===== config.mk =====
export PLATFORM = sky130hd
export DESIGN_NAME = sa_fifo_ctrl_512x64
export DESIGN_NICKNAME = d
export VERILOG_FILES = /design/src/rtl/sa_fifo_ctrl_512x64_pkg.sv /design/src/rtl/sa_fifo_skid2.sv /design/src/rtl/sa_fifo_ctrl_512x64.sv
export SDC_FILE = /design/constraint.sdc
export NUM_CORES = 1
export LEC_CHECK = 0
export CAP_MARGIN = 30
export CORE_AREA = 2 2 104 206
export DETAILED_ROUTE_END_ITERATION = 7
export DIE_AREA = 0 0 106 208
export GPL_ROUTABILITY_DRIVEN = 0
export GPL_TIMING_DRIVEN = 0
export PLACE_DENSITY = 0.76
export REMOVE_ABC_BUFFERS = 1
export SKIP_CTS_REPAIR_TIMING = 1
export SYNTH_ARGS = -nofsm -noshare
export SYNTH_HDL_FRONTEND = slang
export SYNTH_HIERARCHICAL = 1
export SYNTH_SLANG_ARGS = --single-unit

===== constraint.sdc =====
create_clock -name clk -period 11.1 [get_ports clk]
set_clock_uncertainty 0.1 [all_clocks]
set_input_delay 1.665 -clock clk [delete_from_list [all_inputs] [get_ports clk]]
set_output_delay 1.665 -clock clk [all_outputs]
set_load 0.01 [all_outputs]

===== src/rtl/sa_fifo_ctrl_512x64_pkg.sv =====
// ============================================================================
// sa_fifo_ctrl_512x64_pkg
//   Shared sizes and count types for the 512x64 RAM FIFO controller.
//   Rev 1.0
// ============================================================================
`default_nettype none

package sa_fifo_ctrl_512x64_pkg;

    localparam int FIFO_DEPTH = 512;
    localparam int FIFO_AW    = 9;
    localparam int FIFO_DW    = 64;
    localparam int RAM_CNT_W  = 10;
    localparam int FIFO_CNT_W = 11;

    typedef logic [RAM_CNT_W-1:0]  ram_cnt_t;
    typedef logic [FIFO_CNT_W-1:0] fifo_cnt_t;

endpackage

`default_nettype wire


===== src/rtl/sa_fifo_skid2.sv =====
// ============================================================================
// sa_fifo_skid2
//   Two-entry flop FIFO that absorbs the RAM read latency.
//   Rev 1.0
// ============================================================================
`default_nettype none

module sa_fifo_skid2
    import sa_fifo_ctrl_512x64_pkg::*;
#(
    parameter int DW = FIFO_DW
) (
    input  logic          clk,
    input  logic          reset_,
    input  logic          in_vld,
    input  logic [DW-1:0] in_pd,
    output logic          out_vld,
    input  logic          out_rdy,
    output logic [DW-1:0] out_pd,
    output logic [1:0]    cnt
);

    logic [1:0]    cnt_q, cnt_d;
    logic [DW-1:0] ent0_q, ent0_d;
    logic [DW-1:0] ent1_q, ent1_d;
    logic          w_pop;
    logic [1:0]    w_slot;

    always_comb begin
        w_pop  = (cnt_q != 2'd0) & out_rdy;
        w_slot = cnt_q - {1'b0, w_pop};
        cnt_d  = cnt_q + {1'b0, in_vld} - {1'b0, w_pop};
        ent0_d = ent0_q;
        ent1_d = ent1_q;
        if (w_pop) begin
            ent0_d = ent1_q;
        end
        // Incoming word lands in the first free slot after this cycle's pop.
        if (in_vld) begin
            if (w_slot == 2'd0) begin
                ent0_d = in_pd;
            end else begin
                ent1_d = in_pd;
            end
        end
    end

    always_ff @(posedge clk or negedge reset_) begin
        if (!reset_) begin
            cnt_q <= 2'd0;
        end else begin
            cnt_q <= cnt_d;
        end
    end

    always_ff @(posedge clk) begin
        ent0_q <= ent0_d;
        ent1_q <= ent1_d;
    end

    assign out_vld = (cnt_q != 2'd0);
    assign out_pd  = ent0_q;
    assign cnt     = cnt_q;

endmodule

`default_nettype wire


===== src/rtl/sa_fifo_ctrl_512x64.sv =====
// ============================================================================
// sa_fifo_ctrl_512x64
//   Valid/ready FIFO controller driving an external 512x64 1-cycle-read RAM.
//   Rev 1.0
// ============================================================================
`default_nettype none

module sa_fifo_ctrl_512x64
    import sa_fifo_ctrl_512x64_pkg::*;
#(
    parameter int DEPTH = FIFO_DEPTH,
    parameter int AW    = FIFO_AW,
    parameter int DW    = FIFO_DW
) (
    input  logic                  clk,
    input  logic                  reset_,
    input  logic                  wr_pvld,
    output logic                  wr_prdy,
    input  logic [DW-1:0]         wr_pd,
    output logic                  rd_pvld,
    input  logic                  rd_prdy,
    output logic [DW-1:0]         rd_pd,
    output logic [FIFO_CNT_W-1:0] fifo_count,
    output logic [AW-1:0]         ram_ra,
    output logic                  ram_re,
    input  logic [DW-1:0]         ram_dout,
    output logic [AW-1:0]         ram_wa,
    output logic                  ram_we,
    output logic [DW-1:0]         ram_di,
    input  logic [31:0]           pwrbus_ram_pd,
    output logic [31:0]           ram_pwrbus_ram_pd
);

    logic [AW-1:0] wr_ptr_q, wr_ptr_d;
    logic [AW-1:0] rd_ptr_q, rd_ptr_d;
    ram_cnt_t      ram_cnt_q, ram_cnt_d;
    logic          full_q, full_d;
    logic          inflight_q, inflight_d;

    logic          w_push;
    logic          w_pop;
    logic          w_issue;
    logic [2:0]    w_credit;
    logic [1:0]    w_out_cnt;
    logic          w_out_vld;

    // Credit counts free output-buffer slots, including the one a pop frees now.
    always_comb begin
        w_push     = wr_pvld & ~full_q;
        w_pop      = w_out_vld & rd_prdy;
        w_credit   = 3'd2 - {1'b0, w_out_cnt} - {2'b0, inflight_q} + {2'b0, w_pop};
        w_issue    = (ram_cnt_q != '0) && (w_credit != 3'd0);
        wr_ptr_d   = wr_ptr_q + AW'(w_push);
        rd_ptr_d   = rd_ptr_q + AW'(w_issue);
        ram_cnt_d  = ram_cnt_q + RAM_CNT_W'(w_push) - RAM_CNT_W'(w_issue);
        full_d     = (ram_cnt_d == RAM_CNT_W'(DEPTH));
        inflight_d = w_issue;
    end

    always_ff @(posedge clk or negedge reset_) begin
        if (!reset_) begin
            wr_ptr_q   <= '0;
            rd_ptr_q   <= '0;
            ram_cnt_q  <= '0;
            full_q     <= 1'b0;
            inflight_q <= 1'b0;
        end else begin
            wr_ptr_q   <= wr_ptr_d;
            rd_ptr_q   <= rd_ptr_d;
            ram_cnt_q  <= ram_cnt_d;
            full_q     <= full_d;
            inflight_q <= inflight_d;
        end
    end

    // RAM data is captured exactly in the cycle after the read was issued.
    sa_fifo_skid2 #(
        .DW (DW)
    ) u_skid2 (
        .clk     (clk),
        .reset_  (reset_),
        .in_vld  (inflight_q),
        .in_pd   (ram_dout),
        .out_vld (w_out_vld),
        .out_rdy (rd_prdy),
        .out_pd  (rd_pd),
        .cnt     (w_out_cnt)
    );

    assign wr_prdy           = ~full_q;
    assign rd_pvld           = w_out_vld;
    assign ram_ra            = rd_ptr_q;
    assign ram_re            = w_issue;
    assign ram_wa            = wr_ptr_q;
    assign ram_we            = w_push;
    assign ram_di            = wr_pd;
    assign ram_pwrbus_ram_pd = pwrbus_ram_pd;
    assign fifo_count        = FIFO_CNT_W'(ram_cnt_q) + FIFO_CNT_W'(inflight_q)
                             + FIFO_CNT_W'(w_out_cnt);

endmodule

`default_nettype wire

Yosys cells after proc, flatten, opt, wreduce, memory -nomap -nowiden
Index checks and enable logic that the tools add are counted.
{"block": "op_classes", "n_addsub": 12, "eq_ne": 1, "mux": 3, "n_bitwise": 4, "n_reduce_logical": 6}
{"op": "$mux 64", "n": 3}
{"op": "$add 9x1->9", "n": 2}
{"op": "$add 10x1->11", "n": 1}
{"op": "$add 11x2->11", "n": 1}
{"op": "$add 10x1->10", "n": 1}
{"op": "$eq 10x10->1 const B", "n": 1}
{"op": "$reduce_bool 10->1", "n": 1}
{"op": "$sub 10x1->10", "n": 1}
{"op": "$sub 2x1->2", "n": 2}
{"op": "$add 3x1->3", "n": 1}
{"op": "$reduce_bool 3->1", "n": 1}
{"op": "$sub 2x2->3 const A", "n": 1}
{"op": "$sub 3x1->3", "n": 1}
{"op": "$add 2x1->2", "n": 1}
{"op": "$and 1x1->1", "n": 2}
{"op": "$logic_not 2->1", "n": 1}
{"op": "$not 1->1", "n": 2}
{"op": "$reduce_and 2->1", "n": 1}
{"op": "$reduce_bool 2->1", "n": 1}
{"op": "$logic_and 1x1->1", "n": 1}
{"block": "word_totals", "reg_bits": 160, "input_bits": 164, "output_inout_bits": 193, "word_cells": 34}

Depth between registers and ports, before layout
Gate-level depths: netlist of the first run.
{"block": "logic_depth", "word_depth": 7, "depth_mapped": 17, "depth_no_buf": 17}

Hierarchy
Netlist of the first run, hierarchy kept.
{"module": "sa_fifo_skid2", "n_inst": 1, "cells_per_inst": 282, "area_each_um2": 5383.9, "seq_area_each_um2": 3253.1}
{"module": "sa_fifo_ctrl_512x64", "n_inst": 1, "cells_per_inst": 277, "area_each_um2": 2660.1, "seq_area_each_um2": 750.7}

Worst setup path after synthesis of the first run
OpenSTA, ideal clock, no wires.
{"block": "synth_path", "path_kind": "input to register", "from": "in rd_prdy", "to": "reg u_skid2.ent1_q[0] (enable)", "setup_ns": 0.584, "arrival_ns": 6.518, "required_ns": 10.416, "slack_ns": 3.898, "path_stages": 2, "path_buffers": 0, "path_cell_list": "nand2b_1 a21boi_0"}
{"block": "synth_between", "elab_chain_len": 5}
{"element": "from (decl)", "line_no": "sa_fifo_ctrl_512x64.sv:21", "source": "input logic rd_prdy,"}
{"element": "$and 1x1->1", "line_no": "sa_fifo_skid2.sv:30", "source": "w_pop = (cnt_q != 2'd0) & out_rdy;"}
{"element": "$sub 2x1->2", "line_no": "sa_fifo_skid2.sv:31", "source": "w_slot = cnt_q - {1'b0, w_pop};"}
{"element": "$logic_not 2->1", "line_no": "sa_fifo_skid2.sv:40", "source": "if (w_slot == 2'd0) begin"}
{"element": "$not 1->1 (no source line)"}
{"element": "$reduce_and 2->1 (no source line)"}
{"element": "to (signal assigned)", "line_no": "sa_fifo_skid2.sv:58", "source": "ent1_q <= ent1_d;"}
{"element": "to (decl)", "line_no": "sa_fifo_skid2.sv:25", "source": "logic [DW-1:0] ent1_q, ent1_d;"}
Every way passes these cells.
A chain may end at the register's enable or synchronous reset.

Final worst setup path of the first run
{"block": "layout_path", "from": "in rd_prdy", "to": "reg full_q"}
{"block": "layout_between", "elab_chain_len": 6}
{"element": "$and 1x1->1", "line_no": "sa_fifo_ctrl_512x64.sv:50", "source": "w_pop = w_out_vld & rd_prdy;"}
{"element": "$add 3x1->3", "line_no": "sa_fifo_ctrl_512x64.sv:51", "source": "w_credit = 3'd2 - {1'b0, w_out_cnt} - {2'b0, inflight_q} + {2'b0, w_pop};"}
{"element": "$reduce_bool 3->1", "line_no": "sa_fifo_ctrl_512x64.sv:52", "source": "w_issue = (ram_cnt_q != '0) && (w_credit != 3'd0);"}
{"element": "$logic_and 1x1->1", "line_no": "sa_fifo_ctrl_512x64.sv:52"}
{"element": "$sub 10x1->10", "line_no": "sa_fifo_ctrl_512x64.sv:55", "source": "ram_cnt_d = ram_cnt_q + RAM_CNT_W'(w_push) - RAM_CNT_W'(w_issue);"}
{"element": "named net ram_cnt_d[8]", "line_no": "sa_fifo_ctrl_512x64.sv:36", "source": "ram_cnt_t ram_cnt_q, ram_cnt_d;"}
{"element": "$eq 10x10->1", "line_no": "sa_fifo_ctrl_512x64.sv:56", "source": "full_d = (ram_cnt_d == RAM_CNT_W'(DEPTH));"}
{"element": "named net full_d", "line_no": "sa_fifo_ctrl_512x64.sv:37", "source": "logic full_q, full_d;"}
{"element": "to (signal assigned)", "line_no": "sa_fifo_ctrl_512x64.sv:71", "source": "full_q <= full_d;"}
{"element": "to (decl)", "line_no": "sa_fifo_ctrl_512x64.sv:37"}
The timed path passes the listed nets, and every way through them passes these cells.

==> report_table.html, run 1 <==
<table>
<tr><th>Metric</th><th>Value</th></tr>
<tr><th colspan="2">Run status</th></tr>
<tr><td>Status</td><td>completed</td></tr>
<tr><th colspan="2">Synthesis</th></tr>
<tr><td>Async set or reset register ratio after synthesis</td><td>0.2000</td></tr>
<tr><td>Post-synthesis instance area</td><td>0.008044 mm²</td></tr>
<tr><td>Area share of the largest cell type after synthesis</td><td>0.2389</td></tr>
<tr><td>Largest area contributor in the netlist</td><td>edfxtp_1</td></tr>
<tr><td>Yosys warnings</td><td>6</td></tr>
<tr><td>Cell with the most instances after synthesis</td><td>mux2_4</td></tr>
<tr><td>Synthesis-stage register bit count</td><td>160</td></tr>
<tr><td>Synth Flop Type</td><td>edfxtp_1</td></tr>
<tr><td>Post-synthesis sequential area ratio</td><td>0.4977</td></tr>
<tr><td>Main area contributors after synthesis</td><td>edfxtp_1 (24%), mux2_4 (22%), dfxtp_1 (16%)</td></tr>
<tr><td>Mean area per synthesized cell</td><td>14.39 µm²</td></tr>
<tr><td>Number of synthesized flops with an enable pin</td><td>between 60 and 70</td></tr>
<tr><td>Unique cell type count in the Yosys netlist</td><td>42</td></tr>
<tr><td>Top post-synthesis cells by count</td><td>mux2_4 (120), buf_4 (96), dfxtp_1 (64), edfxtp_1 (64), dfrtp_1 (32)</td></tr>
<tr><td>Number of instances in the synthesized netlist</td><td>roughly 560</td></tr>
<tr><th colspan="2">STA</th></tr>
<tr><td>Total negative setup slack</td><td>0 ns</td></tr>
<tr><td>Worst slack on hold paths</td><td>0.3778 ns</td></tr>
<tr><td>Min setup slack post-route</td><td>roughly 5.1 ns</td></tr>
<tr><td>RSZ-0062 raised after global routing</td><td>false</td></tr>
<tr><td>Final hold vios</td><td>0</td></tr>
<tr><td>Upper clock frequency limit</td><td>167.2 MHz</td></tr>
<tr><td>Actual slew at the worst max-slew pin</td><td>between 0.9 and 1 ns</td></tr>
<tr><td>Max Transition Viols Final</td><td>0</td></tr>
<tr><td>Final critical delay including setup and external delays</td><td>5.979 ns</td></tr>
<tr><td>Headroom to the max-slew limit</td><td>0.3502</td></tr>
<tr><td>Final cycle utilization of the critical path</td><td>0.5387</td></tr>
<tr><td>Total of endpoints with negative setup slack in the final report</td><td>0</td></tr>
<tr><th colspan="2">Critical path</th></tr>
<tr><td>Type of the worst setup path</td><td>primary input to flop</td></tr>
<tr><td>Crit start category</td><td>primary input</td></tr>
<tr><td>Category of the worst setup path capture point</td><td>flop</td></tr>
<tr><td>Worst EP required</td><td>11.28 ns</td></tr>
<tr><td>Worst path arrival time</td><td>between 6 and 7 ns</td></tr>
<tr><td>Largest driver fanout on the critical path</td><td>5</td></tr>
<tr><th colspan="2">Floorplan</th></tr>
<tr><td>I/O pin count</td><td>357</td></tr>
<tr><td>Width of the die</td><td>106 µm</td></tr>
<tr><td>Initial Util</td><td>0.3931</td></tr>
<tr><td>Placement Rows</td><td>74</td></tr>
<tr><td>Floorplan die area</td><td>0.02205 mm²</td></tr>
<tr><td>Die Y</td><td>208 µm</td></tr>
<tr><td>Core area</td><td>0.02046 mm²</td></tr>
<tr><th colspan="2">Placement</th></tr>
<tr><td>Detailed-placement wirelength estimate</td><td>28750 µm</td></tr>
<tr><td>Input/output buffers</td><td>164</td></tr>
<tr><td>Worst slack at placement</td><td>between 4 and 5 ns</td></tr>
<tr><td>Number of cells after detailed placement</td><td>888</td></tr>
<tr><td>Placed cell areas</td><td>0.009324 mm²</td></tr>
<tr><th colspan="2">Pwr</th></tr>
<tr><td>Internal power contribution</td><td>2.286 mW</td></tr>
<tr><td>Total power consumption of the routed design</td><td>3.455 mW</td></tr>
<tr><td>Leakage component of the power</td><td>4.263 nW</td></tr>
<tr><td>Reported net switching power</td><td>between 1 and 1.5 mW</td></tr>
<tr><td>Peak supply drop</td><td>between 0.0003 and 0.0004 V</td></tr>
<tr><td>Pwr per Cell Area</td><td>approximately 350 mW/mm²</td></tr>
<tr><td>Relative contribution of combinational cells to total power</td><td>0.515</td></tr>
<tr><td>Register share of total power</td><td>0.310</td></tr>
<tr><td>Clock share of power</td><td>0.174</td></tr>
<tr><td>Switching share of total power</td><td>0.3384</td></tr>
<tr><th colspan="2">Global routing</th></tr>
<tr><td>Vias in the first global route</td><td>4759</td></tr>
<tr><td>Global route hottest layer</td><td>met2</td></tr>
<tr><td>Global routing usage summed across all routing layers</td><td>0.3053</td></tr>
<tr><td>Largest net degree at the start of global routing</td><td>39</td></tr>
<tr><td>Antenna violations before repair</td><td>0</td></tr>
<tr><td>GR Util met3</td><td>0.2544</td></tr>
<tr><td>Met2 usage</td><td>0.5855</td></tr>
<tr><td>Met1 track utilization from global routing</td><td>0.1651</td></tr>
<tr><td>First-pass GRT wire length</td><td>43840 µm</td></tr>
<tr><td>Total grt overflow</td><td>0</td></tr>
<tr><th colspan="2">Cells and area</th></tr>
<tr><td>Final instance count without filler cells</td><td>between 900 and 1000</td></tr>
<tr><td>Number of nets in the finished design</td><td>roughly 840</td></tr>
<tr><td>Ant. Diodes</td><td>0</td></tr>
<tr><td>Utilization of the core after routing</td><td>0.4849</td></tr>
<tr><td>Count of filler cells inserted in the layout</td><td>around 1800</td></tr>
<tr><td>Share of final-layout standard cells stronger than drive strength 1</td><td>0.2645</td></tr>
<tr><td>Final standard cell area without fillers</td><td>0.009922 mm²</td></tr>
<tr><td>Post-synthesis to final-layout area growth</td><td>23.35%</td></tr>
<tr><th colspan="2">Job</th></tr>
<tr><td># Max-Cap Violations</td><td>0</td></tr>
<tr><th colspan="2">Hold path</th></tr>
<tr><td>Hold/Removal Path Class</td><td>flop to flop</td></tr>
<tr><th colspan="2">Clocking</th></tr>
<tr><td>Clock tree from TritonCTS</td><td>done</td></tr>
<tr><td>CTS Sinks</td><td>160</td></tr>
<tr><td>Level count of the clock H-tree</td><td>4</td></tr>
<tr><td>Worst-Skew Late Latency</td><td>0.43 ns</td></tr>
<tr><td>Max Root-Sink Buffers</td><td>2</td></tr>
<tr><td>Num CTS Buffers</td><td>17</td></tr>
<tr><td>Root Driver</td><td>clkbuf_16</td></tr>
<tr><td>Clock-pin slew reported for the worst setup and hold paths after clock tree synthesis</td><td>0.07 ns</td></tr>
<tr><th colspan="2">Detailed routing</th></tr>
<tr><td>Antenna violation net count after detailed routing</td><td>0</td></tr>
<tr><td>Remaining routing DRC violations</td><td>0</td></tr>
<tr><td>Vias</td><td>4546</td></tr>
<tr><td>Wire per inst</td><td>about 36 µm</td></tr>
<tr><td>Detailed Route Iter0 Violations</td><td>188</td></tr>
<tr><td>Vias per std cell</td><td>4.941</td></tr>
<tr><td>Post-Route WL</td><td>around 33000 µm</td></tr>
<tr><td>Number of iterations in the first detailed-routing pass</td><td>4</td></tr>
</table>
==> final timing paths <==
kind | from | endpoint | slack (ns) | depth (start not counted)
max | rd_prdy | full_q$_DFF_PN0_ | 5.12 | 15
min | ram_wa[8]$_DFF_PN0_ | ram_wa[8]$_DFF_PN0_ | 0.38 | 1
max reg2reg | u_skid2/cnt[1]$_DFF_PN0_ | full_q$_DFF_PN0_ | 6.06 | 16
min reg2reg | ram_wa[8]$_DFF_PN0_ | ram_wa[8]$_DFF_PN0_ | 0.38 | 1
max in group asynchronous | reset_ | ram_wa[1]$_DFF_PN0_ | 9.21 | 1
min in group asynchronous | reset_ | ram_ra[5]$_DFF_PN0_ | 1.20 | 1
==> placed cells by master (no fill, tap or decap), types with 4 or more instances in the layout <==
cell type,n
clkdlybuf4s50_1,163
mux2_4,120
edfxtp_1,64
dfxtp_1,64
dfrtp_1,32
ha_1,28
inv_1,24
xnor2_1,24
clkbuf_16,17
nand3_1,10
nand2_1,8
mux2_2,8
nor2_1,7
a21oi_1,7
nand4_1,7
inv_6,6
xor2_1,5
and2_1,4
fa_1,4
buf_12,4
==> cell type report <==
class | count | area (µm²) | share of cell area
inverters | 24 | 90.09 | 0.009079
flip-flops and latches | 160 | 4004 | 0.4035
clock buffers | 18 | 429.2 | 0.04325
repair buffers | 171 | 1799 | 0.1813
clock inverters | 14 | 168.9 | 0.01702
well taps | 266 | 332.8 | 0.03354
multi-input cells | 267 | 3098 | 0.3122
==> metal layers <==
metal	wire (µm)	vias to the layer above
li1	-	2032
met1	6422	2119
met2	18140	344
met3	5979	51
met4	2793	0
met5	0	-
==> kinds of logic after synthesis <==
kind of cell               share of synthesized area
DFF                                           0.4977
and+or+nand+nor                              0.03967
muxes                                         0.2364
adders and majority gates                    0.05351
buffers and inverters                         0.1195
xor gates and xnor gates                     0.03158
AOI/OAI and AO/OA                            0.02162
==> state kept, by name, indices dropped and copies added, names as in the netlist <==
name            flops
full_q              1
u_skid2/cnt         2
ram_cnt_q          10
u_skid2/out_pd     64
ram_ra              9
ram_wa              9
inflight_q          1
u_skid2/ent1_q     64
==> power by group through the flow <==
stage               Sequential (mW)  Combinational (mW)  Clock, mW
global route                   1.10                1.91      0.641
CTS                            1.07                1.79      0.616
global placement               1.11                1.75          0
floorplan                      1.14                1.06          0
finish                         1.07                1.78      0.603
detailed placement             1.08                1.77          0
==> critical path: stages <==
cell,delay [ns]
clkdlybuf4s50_1,0.51
and2_1,0.21
fa_1,0.37
inv_1,0.07
ha_1,0.22
a21oi_1,0.49
ha_1,0.24
inv_1,0.04
ha_1,0.20
fa_1,0.42
a21o_1,0.23
a2111oi_0,0.68
o21ai_0,0.17
nor2b_1,0.18
nor4_2,0.46
(Power assumes the default switching activity.)
==> run 2: changes to the inputs <==
--- a/config.mk
+++ b/config.mk
@@ -6,9 +6,9 @@
 export NUM_CORES = 1
 export LEC_CHECK = 0
 export CAP_MARGIN = 30
-export CORE_AREA = 2 2 104 206
+export CORE_AREA = 2 2 106 211
 export DETAILED_ROUTE_END_ITERATION = 7
-export DIE_AREA = 0 0 106 208
+export DIE_AREA = 0 0 108 213
 export GPL_ROUTABILITY_DRIVEN = 0
 export GPL_TIMING_DRIVEN = 0
 export PLACE_DENSITY = 0.76
==> constraint.sdc (replaced) <==
create_clock -name clk -period 4.9 [get_ports clk]
set_clock_uncertainty 0.1 [all_clocks]
set_input_delay 0.735 -clock clk [delete_from_list [all_inputs] [get_ports clk]]
set_output_delay 0.735 -clock clk [all_outputs]
set_load 0.01 [all_outputs]
==> report_table.html, run 2 (synthesis results as in run 1) <==
<table>
<tr><th>Metric</th><th>Value</th></tr>
<tr><th colspan="2">Floorplan</th></tr>
<tr><td>Die Y</td><td>213 µm</td></tr>
<tr><td>Width of the die</td><td>108 µm</td></tr>
<tr><td>Core area</td><td>0.02140 mm²</td></tr>
<tr><td>Placement Rows</td><td>76</td></tr>
<tr><td>Floorplan die area</td><td>0.02300 mm²</td></tr>
<tr><td>Initial Util</td><td>0.3760</td></tr>
<tr><td>I/O pin count</td><td>between 300 and 400</td></tr>
<tr><th colspan="2">Critical path</th></tr>
<tr><td>Maximum single-stage delay on the critical path</td><td>0.55 ns</td></tr>
<tr><td>Crit start category</td><td>primary input</td></tr>
<tr><td>R2R Path Start</td><td>u_skid2/cnt[1]$_DFF_PN0_</td></tr>
<tr><td>Largest driver fanout on the critical path</td><td>5</td></tr>
<tr><td>Critical Path Most Common Cell</td><td>ha_1</td></tr>
<tr><td>Worst Reg-to-Reg Cells</td><td>16</td></tr>
<tr><td>Worst setup slack for register-to-register paths</td><td>0.23 ns</td></tr>
<tr><td>Total stage count of the critical path</td><td>15</td></tr>
<tr><td>Category of the worst setup path capture point</td><td>flop</td></tr>
<tr><td>Endpoint of the worst register-to-register path</td><td>full_q$_DFF_PN0_</td></tr>
<tr><td>Critical path endpoint</td><td>full_q$_DFF_PN0_</td></tr>
<tr><td>Family with the most delay on the worst path</td><td>adder cells</td></tr>
<tr><td>Cells along the critical path</td><td>clkdlybuf4s50_1 -&gt; and2_1 -&gt; fa_1 -&gt; inv_1 -&gt; ha_1 -&gt; a21oi_2 -&gt; ha_1 -&gt; inv_1 -&gt; ha_1 -&gt; fa_1 -&gt; a21o_1 -&gt; a2111oi_4 -&gt; xnor2_1 -&gt; or4_1 -&gt; nor4_2</td></tr>
<tr><td>Worst EP required</td><td>~5 ns</td></tr>
<tr><td>CP bufs+invs</td><td>3</td></tr>
<tr><td>Crit path launch</td><td>rd_prdy</td></tr>
<tr><td>Worst path arrival time</td><td>4.89 ns</td></tr>
<tr><td>Slowest stage cell on the critical path</td><td>or4_1</td></tr>
<tr><td>Type of the worst setup path</td><td>primary input to flop</td></tr>
<tr><th colspan="2">Cells and area</th></tr>
<tr><td>Count of filler cells inserted in the layout</td><td>1913</td></tr>
<tr><td>Most frequent cells in the layout</td><td>clkdlybuf4s50_1 (163), mux2_4 (120), edfxtp_1 (64), dfxtp_1 (64), dfrtp_1 (32)</td></tr>
<tr><td>Post-synthesis to final-layout area growth</td><td>22.55%</td></tr>
<tr><td>Ant. Diodes</td><td>0</td></tr>
<tr><td>Most common cell after layout, fill and taps aside</td><td>clkdlybuf4s50_1</td></tr>
<tr><td>Share of final-layout standard cells stronger than drive strength 1</td><td>0.2665</td></tr>
<tr><td>Final standard cell area without fillers</td><td>0.009858 mm²</td></tr>
<tr><td>Utilization of the core after routing</td><td>0.4608</td></tr>
<tr><td>Number of nets in the finished design</td><td>836</td></tr>
<tr><th colspan="2">Placement</th></tr>
<tr><td>Placed cell areas</td><td>0.009313 mm²</td></tr>
<tr><td>Input/output buffers</td><td>164</td></tr>
<tr><td>Detailed-placement wirelength estimate</td><td>just under 30000 µm</td></tr>
<tr><td>Worst slack at placement</td><td>-0.6303 ns</td></tr>
<tr><th colspan="2">Pwr</th></tr>
<tr><td>Pwr per Cell Area</td><td>between 700 and 800 mW/mm²</td></tr>
<tr><td>Leakage component of the power</td><td>about 4.2 nW</td></tr>
<tr><td>Peak supply drop</td><td>0.0006649 V</td></tr>
<tr><td>Total power consumption of the routed design</td><td>7.706 mW</td></tr>
<tr><th colspan="2">Global routing</th></tr>
<tr><td>First-pass GRT wire length</td><td>approximately 43000 µm</td></tr>
<tr><td>Largest net degree at the start of global routing</td><td>42</td></tr>
<tr><td>Antenna violations before repair</td><td>0</td></tr>
<tr><td>Global routing usage summed across all routing layers</td><td>0.2974</td></tr>
<tr><td>Total grt overflow</td><td>0</td></tr>
<tr><td>Vias in the first global route</td><td>4814</td></tr>
<tr><th colspan="2">Hold path</th></tr>
<tr><td>Hold/Removal Path Class</td><td>primary input to asynchronous set/reset pin</td></tr>
<tr><th colspan="2">STA</th></tr>
<tr><td>Max Transition Viols Final</td><td>0</td></tr>
<tr><td>Total of endpoints with negative setup slack in the final report</td><td>0</td></tr>
<tr><td>Final critical delay including setup and external delays</td><td>4.692 ns</td></tr>
<tr><td>Final hold vios</td><td>0</td></tr>
<tr><td>Actual slew at the worst max-slew pin</td><td>0.9778 ns</td></tr>
<tr><td>Final cycle utilization of the critical path</td><td>0.9575</td></tr>
<tr><td>Headroom to the max-slew limit</td><td>0.3465</td></tr>
<tr><td>RSZ-0062 raised after global routing</td><td>false</td></tr>
<tr><td>Upper clock frequency limit</td><td>213.1 MHz</td></tr>
<tr><td>Min setup slack post-route</td><td>0.2082 ns</td></tr>
<tr><th colspan="2">Clocking</th></tr>
<tr><td>Num CTS Buffers</td><td>17</td></tr>
<tr><td>Clock-pin slew reported for the worst setup and hold paths after clock tree synthesis</td><td>approximately 0.070 ns</td></tr>
<tr><td>CTS Sinks</td><td>160</td></tr>
<tr><td>Clock tree from TritonCTS</td><td>done</td></tr>
<tr><td>Root Driver</td><td>clkbuf_16</td></tr>
<tr><td>Worst-Skew Late Latency</td><td>about 0.45 ns</td></tr>
<tr><td>Max Root-Sink Buffers</td><td>2</td></tr>
<tr><td>Level count of the clock H-tree</td><td>4</td></tr>
<tr><th colspan="2">Detailed routing</th></tr>
<tr><td>Wire per inst</td><td>36.80 µm</td></tr>
<tr><td>Vias</td><td>4671</td></tr>
<tr><td>Post-Route WL</td><td>34080 µm</td></tr>
<tr><td>Detailed Route Iter0 Violations</td><td>248</td></tr>
<tr><td>Antenna violation net count after detailed routing</td><td>0</td></tr>
<tr><td>Vias per std cell</td><td>roughly 5.0</td></tr>
<tr><td>Number of iterations in the first detailed-routing pass</td><td>4</td></tr>
<tr><td>Remaining routing DRC violations</td><td>0</td></tr>
<tr><th colspan="2">Job</th></tr>
<tr><td># Max-Cap Violations</td><td>0</td></tr>
<tr><th colspan="2">Run status</th></tr>
<tr><td>Status</td><td>completed</td></tr>
</table>
-- run 2: where the power goes --
group          total [mW]  internal (mW)  leakage (nW)  switching, mW
combinational        4.05           2.33          2.41           1.72
clock                1.24          0.652         0.266          0.586
sequential           2.42           2.08          1.55          0.343
total                7.71           5.06          4.23           2.65
-- run 2: worst reg2reg max path: stages (launching register included) --
cell       delay, ns
dfrtp_1         0.49
inv_1           0.24
nand2_1         0.11
and2_1          0.17
fa_1            0.35
inv_1           0.06
ha_1            0.22
a21oi_2         0.33
ha_1            0.20
inv_1           0.04
ha_1            0.20
fa_1            0.40
a21o_1          0.25
a2111oi_4       0.33
xnor2_1         0.13
or4_1           0.55
nor4_2          0.35
-- run 2: how the worst min path moves through the flow --
| stage | from | to | slack (ns) | cells past startpoint |
|---|---|---|---|---|
| 6_report | reset_ | ram_ra[0]$_DFF_PN0_ | 0.25 | 1 |
| 5_1_grt | reset_ | ram_ra[6]$_DFF_PN0_ | 0.30 | 1 |
| 4_1_cts | reset_ | ram_ra[0]$_DFF_PN0_ | 0.26 | 1 |
| 3_5_place_dp | ram_ra[8]$_DFF_PN0_ | ram_ra[8]$_DFF_PN0_ | 0.37 | 1 |
| 3_3_place_gp | ram_ra[8]$_DFF_PN0_ | ram_ra[8]$_DFF_PN0_ | 0.36 | 1 |
| 2_1_floorplan | reset_ | full_q$_DFF_PN0_ | 0.34 | 0 |
-- run 2: cell type report --
cell class / instances / area [µm²] / share of cell area
clock buffers: 17 / 425.4 / 0.04315
flip-flops and latches: 160 / 4004 / 0.4061
multi-input cells: 267 / 3108 / 0.3153
inverters: 24 / 90.09 / 0.009138
well taps: 273 / 341.6 / 0.03465
repair buffers: 170 / 1779 / 0.1805
clock inverters: 15 / 110.1 / 0.01117
-- run 2: per-layer routing --
layer  wire, µm  track usage  vias up
li1           -            -     2023
met1       6240       0.1491     2213
met2      18220       0.5543      376
met3       6433       0.2567       57
met4       3142       0.2228        2
met5         42      0.01843        -
-- run 2: through the flow --
step / setup TNS (ns) / cells / hold WS (ns)
after floorplan: -87.81 / 451 / 0.3394
after global placement: -337.46 / 888 / 0.3608
after detailed placement: -0.7324 / 894 / 0.3657
after CTS: -0.1714 / 926 / 0.2586
after global routing: 0 / 926 / 0.3033
final: 0 / 926 / 0.2514
==> run 3: changes to the inputs <==
--- a/config.mk
+++ b/config.mk
@@ -9,11 +9,11 @@
 export CORE_AREA = 2 2 106 211
 export DETAILED_ROUTE_END_ITERATION = 7
 export DIE_AREA = 0 0 108 213
-export GPL_ROUTABILITY_DRIVEN = 0
 export GPL_TIMING_DRIVEN = 0
 export PLACE_DENSITY = 0.76
 export REMOVE_ABC_BUFFERS = 1
 export SKIP_CTS_REPAIR_TIMING = 1
+export SLEW_MARGIN = 10
 export SYNTH_ARGS = -nofsm -noshare
 export SYNTH_HDL_FRONTEND = slang
 export SYNTH_HIERARCHICAL = 1
==> report_table.html, run 3 (synthesis results as in run 1) <==
<table>
<tr><th>Metric</th><th>Value</th></tr>
<tr><th colspan="2">Run status</th></tr>
<tr><td>Status</td><td>completed</td></tr>
<tr><th colspan="2">Detailed routing</th></tr>
<tr><td>Antenna violation net count after detailed routing</td><td>0</td></tr>
<tr><td>Vias per std cell</td><td>5.039</td></tr>
<tr><td>Detailed Route Iter0 Violations</td><td>246</td></tr>
<tr><td>Wire per inst</td><td>about 37 µm</td></tr>
<tr><td>Post-Route WL</td><td>34260 µm</td></tr>
<tr><td>Number of iterations in the first detailed-routing pass</td><td>4</td></tr>
<tr><td>Vias</td><td>between 4000 and 5000</td></tr>
<tr><td>Remaining routing DRC violations</td><td>0</td></tr>
<tr><th colspan="2">STA</th></tr>
<tr><td>Final hold vios</td><td>0</td></tr>
<tr><td>Total of endpoints with negative setup slack in the final report</td><td>0</td></tr>
<tr><td>Max Transition Viols Final</td><td>0</td></tr>
<tr><td>Final cycle utilization of the critical path</td><td>0.9401</td></tr>
<tr><td>Final critical delay including setup and external delays</td><td>4.607 ns</td></tr>
<tr><td>Min setup slack post-route</td><td>approximately 0.3 ns</td></tr>
<tr><td>Upper clock frequency limit</td><td>217.1 MHz</td></tr>
<tr><td>RSZ-0062 raised after global routing</td><td>false</td></tr>
<tr><td>Headroom to the max-slew limit</td><td>0.4870</td></tr>
<tr><td>Actual slew at the worst max-slew pin</td><td>0.7695 ns</td></tr>
<tr><th colspan="2">Cells and area</th></tr>
<tr><td>Share of final-layout standard cells stronger than drive strength 1</td><td>0.2668</td></tr>
<tr><td>Most common cell after layout, fill and taps aside</td><td>clkdlybuf4s50_1</td></tr>
<tr><td>Post-synthesis to final-layout area growth</td><td>24.13%</td></tr>
<tr><td>Most frequent cells in the layout</td><td>clkdlybuf4s50_1 (163), mux2_4 (120), edfxtp_1 (64), dfxtp_1 (64), dfrtp_1 (32)</td></tr>
<tr><td>Utilization of the core after routing</td><td>0.4667</td></tr>
<tr><td>Ant. Diodes</td><td>0</td></tr>
<tr><td>Number of nets in the finished design</td><td>839</td></tr>
<tr><td>Count of filler cells inserted in the layout</td><td>1893</td></tr>
<tr><th colspan="2">Critical path</th></tr>
<tr><td>Slowest stage cell on the critical path</td><td>clkdlybuf4s50_1</td></tr>
<tr><td>Worst setup slack for register-to-register paths</td><td>0.32 ns</td></tr>
<tr><td>Largest driver fanout on the critical path</td><td>5</td></tr>
<tr><td>Crit start category</td><td>primary input</td></tr>
<tr><td>Category of the worst setup path capture point</td><td>flop</td></tr>
<tr><td>R2R Path Start</td><td>u_skid2/cnt[1]$_DFF_PN0_</td></tr>
<tr><td>Endpoint of the worst register-to-register path</td><td>full_q$_DFF_PN0_</td></tr>
<tr><td>Worst Reg-to-Reg Cells</td><td>15</td></tr>
<tr><td>Maximum single-stage delay on the critical path</td><td>0.60 ns</td></tr>
<tr><td>Worst path arrival time</td><td>4.82 ns</td></tr>
<tr><td>Type of the worst setup path</td><td>primary input to flop</td></tr>
<tr><td>Cells along the critical path</td><td>clkdlybuf4s50_1 -&gt; and2_1 -&gt; fa_1 -&gt; nor2_1 -&gt; a21oi_4 -&gt; ha_1 -&gt; inv_1 -&gt; ha_1 -&gt; fa_1 -&gt; a21o_1 -&gt; a2111oi_4 -&gt; xnor2_1 -&gt; or4_1 -&gt; nor4_2</td></tr>
<tr><td>Worst EP required</td><td>around 5 ns</td></tr>
<tr><th colspan="2">Pwr</th></tr>
<tr><td>Pwr per Cell Area</td><td>~790 mW/mm²</td></tr>
<tr><td>Peak supply drop</td><td>roughly 0.00054 V</td></tr>
<tr><td>Leakage component of the power</td><td>4.281 nW</td></tr>
<tr><td>Internal power contribution</td><td>5.215 mW</td></tr>
<tr><td>Relative contribution of combinational cells to total power</td><td>0.526</td></tr>
<tr><td>Register share of total power</td><td>0.307</td></tr>
<tr><td>Reported net switching power</td><td>between 2 and 3 mW</td></tr>
<tr><td>Switching share of total power</td><td>0.3378</td></tr>
<tr><td>Clock share of power</td><td>0.167</td></tr>
<tr><th colspan="2">Floorplan</th></tr>
<tr><td>I/O pin count</td><td>357</td></tr>
<tr><td>Initial Util</td><td>0.3760</td></tr>
<tr><td>Width of the die</td><td>roughly 110 µm</td></tr>
<tr><td>Core area</td><td>0.02140 mm²</td></tr>
<tr><td>Floorplan die area</td><td>0.02300 mm²</td></tr>
<tr><td>Die Y</td><td>213 µm</td></tr>
<tr><td>Placement Rows</td><td>76</td></tr>
<tr><th colspan="2">Clocking</th></tr>
<tr><td>Root Driver</td><td>clkbuf_16</td></tr>
<tr><td>Clock tree from TritonCTS</td><td>done</td></tr>
<tr><td>Max Root-Sink Buffers</td><td>2</td></tr>
<tr><td>Level count of the clock H-tree</td><td>4</td></tr>
<tr><td>CTS Sinks</td><td>160</td></tr>
<tr><td>Clock-pin slew reported for the worst setup and hold paths after clock tree synthesis</td><td>about 0.07 ns</td></tr>
<tr><td>Worst-Skew Late Latency</td><td>about 0.44 ns</td></tr>
<tr><td>Num CTS Buffers</td><td>17</td></tr>
<tr><th colspan="2">Placement</th></tr>
<tr><td>Worst slack at placement</td><td>-0.5848 ns</td></tr>
<tr><td>Detailed-placement wirelength estimate</td><td>29270 µm</td></tr>
<tr><td>Gp weighted congestion</td><td>0.9235</td></tr>
<tr><td>Input/output buffers</td><td>164</td></tr>
<tr><th colspan="2">Hold path</th></tr>
<tr><td>Hold/Removal Path Class</td><td>primary input to asynchronous set/reset pin</td></tr>
<tr><th colspan="2">Global routing</th></tr>
<tr><td>Global routing usage summed across all routing layers</td><td>0.2988</td></tr>
<tr><td>Vias in the first global route</td><td>approximately 4900</td></tr>
<tr><td>Total grt overflow</td><td>0</td></tr>
<tr><td>Largest net degree at the start of global routing</td><td>33</td></tr>
<tr><td>First-pass GRT wire length</td><td>43410 µm</td></tr>
<tr><td>Antenna violations before repair</td><td>0</td></tr>
<tr><th colspan="2">Job</th></tr>
<tr><td># Max-Cap Violations</td><td>0</td></tr>
</table>
-- run 3: cell types whose count changed in the layout (fill, tap and decap cells not counted), sizes merged --
cell	previous run	this run
bufinv	0	2
clkbuf	17	19
inv	30	26
buf	7	10
-- run 3: layout make-up --
type | instances | area (µm²) | share of cell area
Clock buffer | 19 | 432.9 | 0.04336
Clock inverter | 13 | 138.9 | 0.01391
Inverter | 24 | 90.09 | 0.009023
Multi-Input combinational cell | 267 | 3115 | 0.3120
Sequential cell | 160 | 4004 | 0.4010
Tap cell | 273 | 341.6 | 0.03421
Timing Repair Buffer | 173 | 1862 | 0.1865
-- run 3: worst max-delay path: cells and delay by family --
kind | cells | cell delay, ns
AO/OA/AOI/OAI | 3 | 0.72
AND/OR/NAND/NOR | 4 | 1.27
XOR/XNOR | 1 | 0.13
adder cells (fa/ha/maj) | 4 | 1.33
buffers and inverters | 2 | 0.64
-- run 3: through the flow --
stage                     TNS [ns]  power, mW  std cells  hold slack (ns)  area (µm²)
after global placement     -337.46      6.240        888           0.3608        9156
after floorplan             -87.81      4.988        451           0.3394        7173
after global routing             0      8.306        929           0.3076        9985
after CTS                  -0.1717      7.891        929           0.2697        9967
final                            0      7.876        929           0.2657        9985
after detailed placement   -0.6527      6.527        897           0.3649        9395
-- run 3: power by group through the flow --
stage | Combinational, mW | Clock, mW | Sequential, mW
detailed placement | 4.08 | 0 | 2.45
global placement | 3.87 | 0 | 2.37
floorplan | 2.40 | 0 | 2.59
finish | 4.14 | 1.32 | 2.42
CTS | 4.12 | 1.35 | 2.42
global route | 4.43 | 1.39 | 2.48
-- run 3: routing by layer --
layer	GRT usage	up-vias	wire length, µm	share of wire
li1	-	2031	-	-
met1	0.1446	2216	6366	0.19
met2	0.5621	371	18280	0.53
met3	0.2543	57	6317	0.18
met4	0.2268	6	3183	0.093
met5	0.03687	-	117	0.0034
-- run 3: how the worst max path moves through the flow --
stage,end,from,slack (ns),cells past startpoint
6_report,full_q$_DFF_PN0_,rd_prdy,0.29,14
5_1_grt,full_q$_DFF_PN0_,u_skid2/cnt[1]$_DFF_PN0_,0.06,15
4_1_cts,full_q$_DFF_PN0_,u_skid2/cnt[1]$_DFF_PN0_,-0.17,16
3_5_place_dp,full_q$_DFF_PN0_,rd_prdy,-0.58,15
3_3_place_gp,u_skid2/ent1_q[55]$_DFFE_PP_,rd_prdy,-5.27,3
2_1_floorplan,u_skid2/ent1_q[0]$_DFFE_PP_,rd_prdy,-1.37,2
